$ cat src/rtl/muldiv_pkg.sv
// muldiv_pkg: op/state encodings shared by the multiply/divide unit and the main decoder
package muldiv_pkg;
  typedef enum logic [2:0] {
    OP_MULT  = 3'b000,
    OP_MULTU = 3'b001,
    OP_DIV   = 3'b010,
    OP_DIVU  = 3'b011,
    OP_MTHI  = 3'b100,
    OP_MTLO  = 3'b101
  } muldiv_op_t;
  typedef enum logic [1:0] {IDLE, CALC, FIX} muldiv_state_t;
  function automatic logic is_arith(input logic [2:0] op);
    return !op[2];
  endfunction
  function automatic logic is_signed_op(input logic [2:0] op);
    return !op[0];
  endfunction
  function automatic logic is_div_op(input logic [2:0] op);
    return op[1];
  endfunction
endpackage

$ cat src/rtl/muldiv_datapath.sv
// muldiv_datapath: shared adder/subtractor, 2*WIDTH shift register and sign fix
// Ports: clk, reset_n; load latches |a|, |b|, sign flags and mode from op;
// step advances one bit of shift-add multiply or restoring divide;
// res_hi/res_lo are the sign-corrected HI/LO results read during FIX.
module muldiv_datapath
  import muldiv_pkg::*;
#(
  parameter int WIDTH = 32
) (
  input  logic             clk,
  input  logic             reset_n,
  input  logic             load,
  input  logic             step,
  input  logic [2:0]       op,
  input  logic [WIDTH-1:0] a,
  input  logic [WIDTH-1:0] b,
  output logic [WIDTH-1:0] res_hi,
  output logic [WIDTH-1:0] res_lo
);
  logic [2*WIDTH-1:0] acc, acc_n, prod_fix;
  logic [WIDTH-1:0]   bq, quo, rem;
  logic [WIDTH+1:0]   x, r;
  logic               sa, sb, div, sa_n, sb_n;
  always_comb begin
    sa_n = is_signed_op(op) & a[WIDTH-1];
    sb_n = is_signed_op(op) & b[WIDTH-1];
    // divide works on the remainder shifted left by one, multiply on the upper half
    x = div ? {1'b0, acc[2*WIDTH-1:WIDTH-1]} : {2'b0, acc[2*WIDTH-1:WIDTH]};
    r = div ? x - {2'b0, bq} : x + {2'b0, bq};
    acc_n = div ? (r[WIDTH+1] ? {acc[2*WIDTH-2:0], 1'b0} : {r[WIDTH-1:0], acc[WIDTH-2:0], 1'b1})
                : (acc[0] ? {r[WIDTH:0], acc[WIDTH-1:1]} : {1'b0, acc[2*WIDTH-1:1]});
    quo = acc[WIDTH-1:0];
    rem = acc[2*WIDTH-1:WIDTH];
    prod_fix = (sa ^ sb) ? -acc : acc;
    // a zero divisor leaves the all-ones quotient untouched regardless of signs
    res_lo = div ? (((sa ^ sb) && bq != '0) ? -quo : quo) : prod_fix[WIDTH-1:0];
    res_hi = div ? (sa ? -rem : rem) : prod_fix[2*WIDTH-1:WIDTH];
  end
  always_ff @(posedge clk or negedge reset_n)
    if (!reset_n) begin
      acc <= '0;
      bq  <= '0;
      sa  <= 1'b0;
      sb  <= 1'b0;
      div <= 1'b0;
    end else if (load) begin
      sa  <= sa_n;
      sb  <= sb_n;
      div <= is_div_op(op);
      bq  <= sb_n ? -b : b;
      acc <= {{WIDTH{1'b0}}, sa_n ? -a : a};
    end else if (step)
      acc <= acc_n;
endmodule

$ cat src/rtl/muldiv_unit.sv
// muldiv_unit: iterative MULT/MULTU/DIV/DIVU unit with architectural HI/LO registers
// Ports: clk, reset_n (async, active-low); start/op/a/b issue an operation from IDLE;
// flush aborts to IDLE; busy while not IDLE; done pulses when a new result lands in hi/lo.
module muldiv_unit
  import muldiv_pkg::*;
#(
  parameter int WIDTH = 32
) (
  input  logic             clk,
  input  logic             reset_n,
  input  logic             start,
  input  logic [2:0]       op,
  input  logic [WIDTH-1:0] a,
  input  logic [WIDTH-1:0] b,
  input  logic             flush,
  output logic             busy,
  output logic             done,
  output logic [WIDTH-1:0] hi,
  output logic [WIDTH-1:0] lo
);
  localparam int CW = $clog2(WIDTH) + 1;
  muldiv_state_t    state;
  logic [CW-1:0]    cnt;
  logic             load, step;
  logic [WIDTH-1:0] res_hi, res_lo;
  assign load = state == IDLE && start && !flush && is_arith(op);
  assign step = state == CALC && !flush;
  muldiv_datapath #(.WIDTH(WIDTH)) u_dp (
    .clk(clk), .reset_n(reset_n), .load(load), .step(step), .op(op),
    .a(a), .b(b), .res_hi(res_hi), .res_lo(res_lo)
  );
  always_ff @(posedge clk or negedge reset_n)
    if (!reset_n) begin
      state <= IDLE;
      cnt   <= '0;
      busy  <= 1'b0;
      done  <= 1'b0;
      hi    <= '0;
      lo    <= '0;
    end else begin
      done <= 1'b0;
      if (flush) begin
        state <= IDLE;
        busy  <= 1'b0;
      end else
        case (state)
          IDLE:
            if (load) begin
              state <= CALC;
              cnt   <= '0;
              busy  <= 1'b1;
            end else if (start && op == OP_MTHI) hi <= a;
            else if (start && op == OP_MTLO) lo <= a;
          CALC: begin
            cnt <= cnt + CW'(1);
            if (cnt == CW'(WIDTH - 1)) state <= FIX;
          end
          FIX: begin
            state <= IDLE;
            busy  <= 1'b0;
            done  <= 1'b1;
            hi    <= res_hi;
            lo    <= res_lo;
          end
          default: state <= IDLE;
        endcase
    end
endmodule

$ cat config.mk
export PLATFORM = sky130hd
export DESIGN_NAME = muldiv_unit
export DESIGN_NICKNAME = d
export VERILOG_FILES = /design/src/rtl/muldiv_pkg.sv /design/src/rtl/muldiv_datapath.sv /design/src/rtl/muldiv_unit.sv
export SDC_FILE = /design/constraint.sdc
export NUM_CORES = 1
export LEC_CHECK = 0
export BUFFER_PORTS_ARGS = -buffer_cell sky130_fd_sc_hd__buf_2
export CELL_PAD_IN_SITES_DETAIL_PLACEMENT = 0
export CELL_PAD_IN_SITES_GLOBAL_PLACEMENT = 1
export CORE_MARGIN = 1
export CORE_UTILIZATION = 46
export DETAILED_ROUTE_END_ITERATION = 16
export PLACE_DENSITY = 0.87
export RECOVER_POWER = 100
export REMOVE_ABC_BUFFERS = 1
export SLEW_MARGIN = 5
export SYNTH_ARGS = -nofsm -noshare
export SYNTH_HDL_FRONTEND = slang
export SYNTH_SLANG_ARGS = --single-unit
$ cat constraint.sdc
create_clock -name clk -period 5 [get_ports clk]
set_input_delay 0.25 -clock clk [delete_from_list [all_inputs] [get_ports clk]]
set_output_delay 0.25 -clock clk [all_outputs]
set_load 0.05 [all_outputs]
==> metrics.md, run 1 <==
| Metric | Value |
|---|---|
| Ratio of cells with drive above 1 in the final layout | `9.96%` |
| Area of the die | `roughly 32000 um^2` |
| Number of DRC markers in iteration 0 | `1297` |
| Horizontal extent of the die | `around 180 um` |
| Critical path peak fanout | `18` |
| Number of maximum-capacitance violations | `8` |
| Endpoint required time on the critical path | `5.33 ns` |
| Status | `finished, violations left` |
| Syn-to-layout area delta | `9.56%` |
| Worst min path class | `in2reg` |
| Number of max-slew violations in the final report | `between 200 and 300` |
| Endpoint type of the worst setup path | `flop` |
| Clock sink count | `173` |
| Total power per unit cell area | `537 nW/um^2` |
| Finish-stage setup viols | `0` |
| Count of vias placed by the detailed router | `around 14000` |
| Period utilization | `93.2%` |
| Initial antenna violation count | `0` |
| Unique masters post-synth | `81` |
| Overall global routing resource usage | `27.4%` |
| Leading area contributor after synthesis | `dfrtp_1` |
| Grt ovf | `0` |
| Post-synth EDFFs | `0` |
| # IOs | `between 100 and 150` |
| Ant. Diodes | `0` |
| Clock input transition at the sequential cells of the worst setup and hold paths | `0.07 ns` |
| Row count | `64` |
| Min-delay src | `op[1]` |
| TritonCTS clock tree | `done` |
| Fraction of synthesized cell area taken by the top area cell type | `between 20 and 30%` |
| Mean routed wirelength per cell | `19.5 um` |
| Die span in y | `between 150 and 200 um` |
| Most used flip-flop cell after synthesis | `dfrtp_1` |
| Average footprint of a synthesized cell | `7.91 um^2` |
| Number of iterations in the first detailed-routing pass | `5` |
| Reg2reg end | `u_dp.acc[62]$_DFFE_PN0P_` |
| Critical path startpoint | `u_dp.bq[0]$_DFFE_PN0P_` |
| Number of cells on the worst reg-to-reg path | `18` |
| Initial Util | `47.2%` |
| Final total negative setup slack | `0 ns` |
| Reg-to-reg setup timing slack | `0.34 ns` |
| Worst-case clock buffer depth | `2` |
| GP Congestion | `0.920` |
| Post-Synthesis Cell Area | `14600 um^2` |
| Filler cell count | `3077` |
| Clock buffers created by TritonCTS | `17` |
| Cell count after placement | `2270` |
| Type of origin of the critical path | `flop` |
| Final min period | `~4.7 ns` |
| Number of instances on the worst hold path | `3` |
| Number of DRC violations after detailed routing | `0` |
| Count of buffers from port buffering | `136` |
| Maximum achievable frequency | `214 MHz` |
| CTS root buffer | `clkbuf_16` |
| Finished Layout Cells | `2304` |
| Async set or reset register ratio after synthesis | `100%` |
| Via count of the first global-routing pass | `approximately 13000` |
| Total count of hold-check failures in the final report | `0` |
| Leakage Power | `6.62 nW` |
| Setup Crit Path Kind | `reg2reg` |
| Global-route wire length before repair | `71700 um` |
| Synthesized instance count | `roughly 1800` |
| Worst Hold End | `u_dp.div$_DFFE_PN0P_` |
| Worst skew pair latency | `around 0.45 ns` |
| Violated checks | `max-capacitance violations, max-slew violations` |
| Crit path arrival time | `4.99 ns` |
| Sequential fraction of the synthesis area | `29.7%` |
| Final net count | `2006` |
| Leading post-synthesis cells by cell area | `dfrtp_1 30%, xnor2_1 7.3%, o21ai_0 5.7%` |
| Register bit total from synthesis | `173` |
| Number of routed nets with antenna violations | `0` |
| Total length of routed wires | `~45000 um` |
| Actual transition at the worst max-transition pin | `2.67 ns` |
| Number of warnings issued by yosys | `0` |
| Maximum VDD drop | `317 uV` |
| Maximum number of pins on one net before global-route repair | `86` |
| Slew margin rel. | `-78.3%` |
| Clk_skew | `0.00998 ns` |
| DP HPWL | `about 33000 um` |
| DR vias/cell | `6.13` |
| H-tree levels | `4` |
| Reg-to-reg critical path startpoint | `u_dp.bq[0]$_DFFE_PN0P_` |
| Area of the core region | `30900 um^2` |
## critical path, cell delays in order, from the launching register on
cell      delay, ns
dfrtp_1        0.41
inv_1          0.08
ha_1           0.19
or4b_2         0.68
nor3_2         0.21
and2_1         0.23
and3b_1        0.23
a21oi_1        0.09
xnor2_1        0.14
ha_1           0.36
a21o_1         0.21
o21bai_1       0.16
a221o_1        0.32
a221oi_1       0.26
and2_1         0.27
buf_6          0.21
o21a_1         0.14
a31oi_1        0.04
a221oi_1       0.33
## power by group
group	internal [mW]	total [mW]	switching, mW
clock	0.695	1.33	0.632
sequential	1.75	2.33	0.582
combinational	1.88	4.92	3.05
## logic make-up after synthesis
group | synth area share (%)
flops | 29.7
compound gates | 24.6
buf+inv | 4.65
xor+xnor | 10.6
fa+ha+maj | 3.40
simple gates | 20.7
mux | 6.32
## placed cells by master (no fill, tap or decap), types with 18 or more instances in the layout
cell type and count:
a31oi_1 19, mux2i_1 47, nand2_1 198, inv_1 30, mux2_2 40, buf_2 69
buf_4 25, o21ai_0 167, xnor2_1 122, ha_1 38, nand3_1 45, a21o_1 19
or3_1 19, xor2_1 54, a21oi_1 104, or4_1 22, o31ai_1 69, and3_1 18
nor3_1 53, dfrtp_1 172, o211ai_1 28, clkbuf_1 77, nor2_1 189
## per-layer routing
metal  routed length, um  global-route usage, %  vias to the layer above
li1                    -                      -                     6815
met1               20400                   36.5                     6780
met2               21100                   46.2                      469
met3                2430                   3.21                       62
met4                 943                   9.30                        0
met5                   0                      0                        -
## repair_timing
| item | in CTS | in global routing |
|---|---|---|
| endpoints found under the setup margin | 0 | 30 |
| hold endpoints to repair | 83 | 0 |
| hold buffers | 1 | 0 |
| gates resized for setup | 0 | 5 |
| buffers inserted | 0 | 2 |
## synth_stat cells, types with 17 or more instances
master and count:
nand2_1 198, nor2_1 188, dfrtp_1 173, o21ai_0 166
xnor2_1 122, clkbuf_1 114, a21oi_1 104, o31ai_1 67
nor3_1 54, xor2_1 54, mux2i_1 47, nand3_1 45
mux2_2 40, ha_1 38, inv_1 30, o211ai_1 28
buf_1 24, or4_1 20, a21o_1 19, a31oi_1 19
and3_1 18, nor4_1 18, or3_1 18, a211oi_1 17
a221oi_1 17, o41ai_1 17
## worst max path at each step
stage	endpoint	slack, ns	cells after the start
after floorplan	u_dp.acc[52]$_DFFE_PN0P_	-2.97	13
after global placement	u_dp.acc[57]$_DFFE_PN0P_	0.29	18
after detailed placement	u_dp.acc[57]$_DFFE_PN0P_	0.27	18
after CTS	u_dp.acc[62]$_DFFE_PN0P_	0.24	18
after global routing	u_dp.acc[56]$_DFFE_PN0P_	-0.03	17
final	u_dp.acc[62]$_DFFE_PN0P_	0.34	18
## state kept, by name, summed over array words and instances (netlist names)
signal	flops
busy	1
cnt	6
done	1
hi	32
lo	32
state	2
u_dp.acc	64
u_dp.bq	32
u_dp.div	1
u_dp.sa	1
u_dp.sb	1
## cell type report
class / count / area, um^2 / area share [%]
sequential: 173 / 4330 / 27.1
inverter: 32 / 120 / 0.752
timing repair buffer: 177 / 895 / 5.60
multi-input combinational: 1495 / 9570 / 59.9
clock inverter: 13 / 131 / 0.823
clock buffer: 18 / 429 / 2.69
tap: 396 / 495 / 3.10
## through the flow
stage / util [%] / power (mW) / cell area [um^2] / hold slack, ns / setup WS (ns)
floorplan: - / 5.85 / 14000 / -0.0456 / -2.97
global placement: 50.3 / 7.15 / 15600 / 0.375 / 0.292
detailed placement: 50.3 / 7.20 / 15600 / 0.370 / 0.273
CTS: 52.2 / 8.54 / 16100 / 0.0517 / 0.237
global route: 51.7 / 9.16 / 16000 / 0.0801 / -0.0295
finish: 51.7 / 8.58 / 16000 / 0.0581 / 0.338
Power figures use the tool's default switching activity.
==> run 2, diff against run 1 <==
--- a/config.mk
+++ b/config.mk
@@ -5,16 +5,15 @@
 export SDC_FILE = /design/constraint.sdc
 export NUM_CORES = 1
 export LEC_CHECK = 0
-export BUFFER_PORTS_ARGS = -buffer_cell sky130_fd_sc_hd__buf_2
 export CELL_PAD_IN_SITES_DETAIL_PLACEMENT = 0
 export CELL_PAD_IN_SITES_GLOBAL_PLACEMENT = 1
 export CORE_MARGIN = 1
-export CORE_UTILIZATION = 46
+export CORE_UTILIZATION = 49
 export DETAILED_ROUTE_END_ITERATION = 16
+export DONT_BUFFER_PORTS = 1
 export PLACE_DENSITY = 0.87
 export RECOVER_POWER = 100
 export REMOVE_ABC_BUFFERS = 1
-export SLEW_MARGIN = 5
 export SYNTH_ARGS = -nofsm -noshare
 export SYNTH_HDL_FRONTEND = slang
 export SYNTH_SLANG_ARGS = --single-unit
==> run 2 against run 1 <==
- the run still ends with max-capacitance violations, max-slew violations left
- sequential share of layout area up 0.69 points
- largest cell class unchanged
- hold slack lost 0.057 ns
- critical path type unchanged
- first-iteration DRC count down 2.1%
- die area decreased by 6.1%
==> metrics.md, run 2 (synthesized netlist as in run 1, its figures left out) <==
| Metric | Value |
|---|---|
| Final min period | `4.75 ns` |
| Filler cell count | `about 2800` |
| Number of instances on the worst hold path | `2` |
| Total area of multi-input combinational cells | `9570 um^2` |
| Syn-to-layout area delta | `6.86%` |
| DP Worst Slack | `0.153 ns` |
| Die span in y | `174 um` |
| Post-route worst setup slack | `0.249 ns` |
| Maximum number of pins on one net before global-route repair | `174` |
| Overall global routing resource usage | `29.3%` |
| Maximum achievable frequency | `210 MHz` |
| Clock input transition at the sequential cells of the worst setup and hold paths | `0.07 ns` |
| Total count of hold-check failures in the final report | `0` |
| Area of the core region | `between 20000 and 30000 um^2` |
| Total length of routed wires | `44400 um` |
| Leakage Power | `6.37 nW` |
| DR vias/cell | `6.33` |
| Standard cell with the maximum stage delay on the critical path | `or4b_2` |
| Ratio of cells with drive above 1 in the final layout | `6.76%` |
| Violated checks | `max-capacitance violations, max-slew violations` |
| Via count of the first global-routing pass | `13200` |
| Worst min path class | `in2reg` |
| # IOs | `137` |
| Number of cells on the worst reg-to-reg path | `17` |
| Number of routed nets with antenna violations | `0` |
| Clk_skew | `0.00880 ns` |
| Period utilization | `95.0%` |
| Number of gates on the worst path with buffers counted | `17` |
| Worst-case clock buffer depth | `2` |
| Area of the die | `30400 um^2` |
| Setup Crit Path Kind | `reg2reg` |
| Critical path peak fanout | `8` |
| Number of DRC violations after detailed routing | `0` |
| TritonCTS clock tree | `done` |
| Initial antenna violation count | `0` |
| Initial Util | `about 50%` |
| Slew margin rel. | `-77.8%` |
| Ant. Diodes | `0` |
| Status | `finished, violations left` |
| Clock buffers created by TritonCTS | `17` |
| Cell Chain, Critical Path | `inv_1 -> ha_1 -> or4b_2 -> nor3_2 -> and2_1 -> and3b_1 -> a21oi_1 -> xnor2_1 -> ha_1 -> a21o_1 -> o21bai_1 -> a221o_1 -> a221oi_1 -> and2_2 -> nor2_4 -> mux2_2 -> a221o_1` |
| Commonest non-fill, non-tap cells in the layout | `198 x nand2_1, 188 x nor2_1, 172 x dfrtp_1` |
| Crit path max-delay family | `simple AND/OR/NAND/NOR gates` |
| Number of max-slew violations in the final report | `285` |
| Crit-path max cell delay | `0.67 ns` |
| Buffer and inverter count on the worst path | `1` |
| Type of origin of the critical path | `flop` |
| Final total negative setup slack | `0 ns` |
| Count of vias placed by the detailed router | `13700` |
| Finish-stage setup viols | `0` |
| Total power per unit cell area | `551 nW/um^2` |
| Number of flip-flops under the largest register name | `64` |
| Clock sink count | `roughly 170` |
| Final net count | `1886` |
| Crit path arrival time | `5.08 ns` |
| Grt ovf | `0` |
| Maximum VDD drop | `between 200 and 300 uV` |
| Number of maximum-capacitance violations | `3` |
| Actual transition at the worst max-transition pin | `between 2 and 3 ns` |
| Horizontal extent of the die | `174 um` |
| Reg area | `around 4300 um^2` |
| Global-route wire length before repair | `71600 um` |
| Number of iterations in the first detailed-routing pass | `6` |
| Row count | `just over 60` |
| CTS root buffer | `clkbuf_16` |
| H-tree levels | `4` |
| Count of buffers from port buffering | `0` |
| Endpoint required time on the critical path | `~5.3 ns` |
| Endpoint type of the worst setup path | `flop` |
| GP Congestion | `0.966` |
| Most common library cell in the layout ignoring fill and taps | `nand2_1` |
| DP HPWL | `31900 um` |
| Top register by number of flip-flops | `u_dp.acc` |
| Mean routed wirelength per cell | `20.4 um` |
| Worst skew pair latency | `around 0.45 ns` |
| Number of DRC markers in iteration 0 | `1270` |
-- run 2: worst paths after layout --
path / start / endpoint / slack [ns]
worst min-delay path: b[30] / u_dp.bq[30]$_DFFE_PN0P_ / 0.0007
worst max register to register: u_dp.bq[0]$_DFFE_PN0P_ / u_dp.acc[56]$_DFFE_PN0P_ / 0.25
max in group asynchronous: reset_n / u_dp.div$_DFFE_PN0P_ / 2.13
worst min register to register: cnt[5]$_DFFE_PN0P_ / state[1]$_DFFE_PN0P_ / 0.49
min in group asynchronous: reset_n / hi[6]$_DFFE_PN0P_ / 1.12
worst max-delay path: u_dp.bq[0]$_DFFE_PN0P_ / u_dp.acc[56]$_DFFE_PN0P_ / 0.25
-- run 2: area by class of cell --
cell class	count	area share, %
repair buffers	57	3.02
multi-input cells	1495	61.4
inverters	32	0.771
clock inverters	12	1.03
clock buffers	20	2.87
well taps	384	3.08
flip-flops and latches	173	27.8
-- run 2: timing repair --
item / 4_1_cts / 5_1_grt
endpoints found under the hold margin: 193 / 1
hold buffers: 22 / 1
resized for setup: 0 / 5
endpoints found under the setup margin: 0 / 31
buffers inserted: 0 / 0
-- run 2: worst reg2reg max path: cells and delay by family, from the launching register on --
kind | cells | cell delay [ns]
and+or+nand+nor | 6 | 1.75
AOI/OAI and AO/OA | 6 | 1.46
adders and majority gates | 2 | 0.49
DFF | 1 | 0.42
muxes | 1 | 0.28
xor gates and xnor gates | 1 | 0.15
buffers and inverters | 1 | 0.09
-- run 2: through the flow --
stage	power (mW)	util [%]	hold slack, ns	instances	area, um^2
floorplan	5.85	-	-0.0456	1700	14000
global placement	6.96	51.1	-0.0424	2118	14800
detailed placement	7.02	51.1	-0.0425	2118	14800
CTS	8.50	54.0	0.000306	2172	15700
global route	9.13	53.7	0.000512	2173	15600
finish	8.58	53.7	0.000746	2173	15600
-- run 2: layer usage --
| metal | global-route usage, % | part of all wire (%) |
|---|---|---|
| met3 | 4.86 | 6.7 |
| met4 | 10.5 | 2.5 |
| met5 | 0 | 0 |
| met2 | 48.0 | 47 |
| met1 | 38.9 | 44 |
-- run 2: where the power goes --
group	switching, mW	total, mW	internal (mW)
Sequential	1.01	2.75	1.74
Clock	0.628	1.43	0.806
Combinational	2.57	4.39	1.82
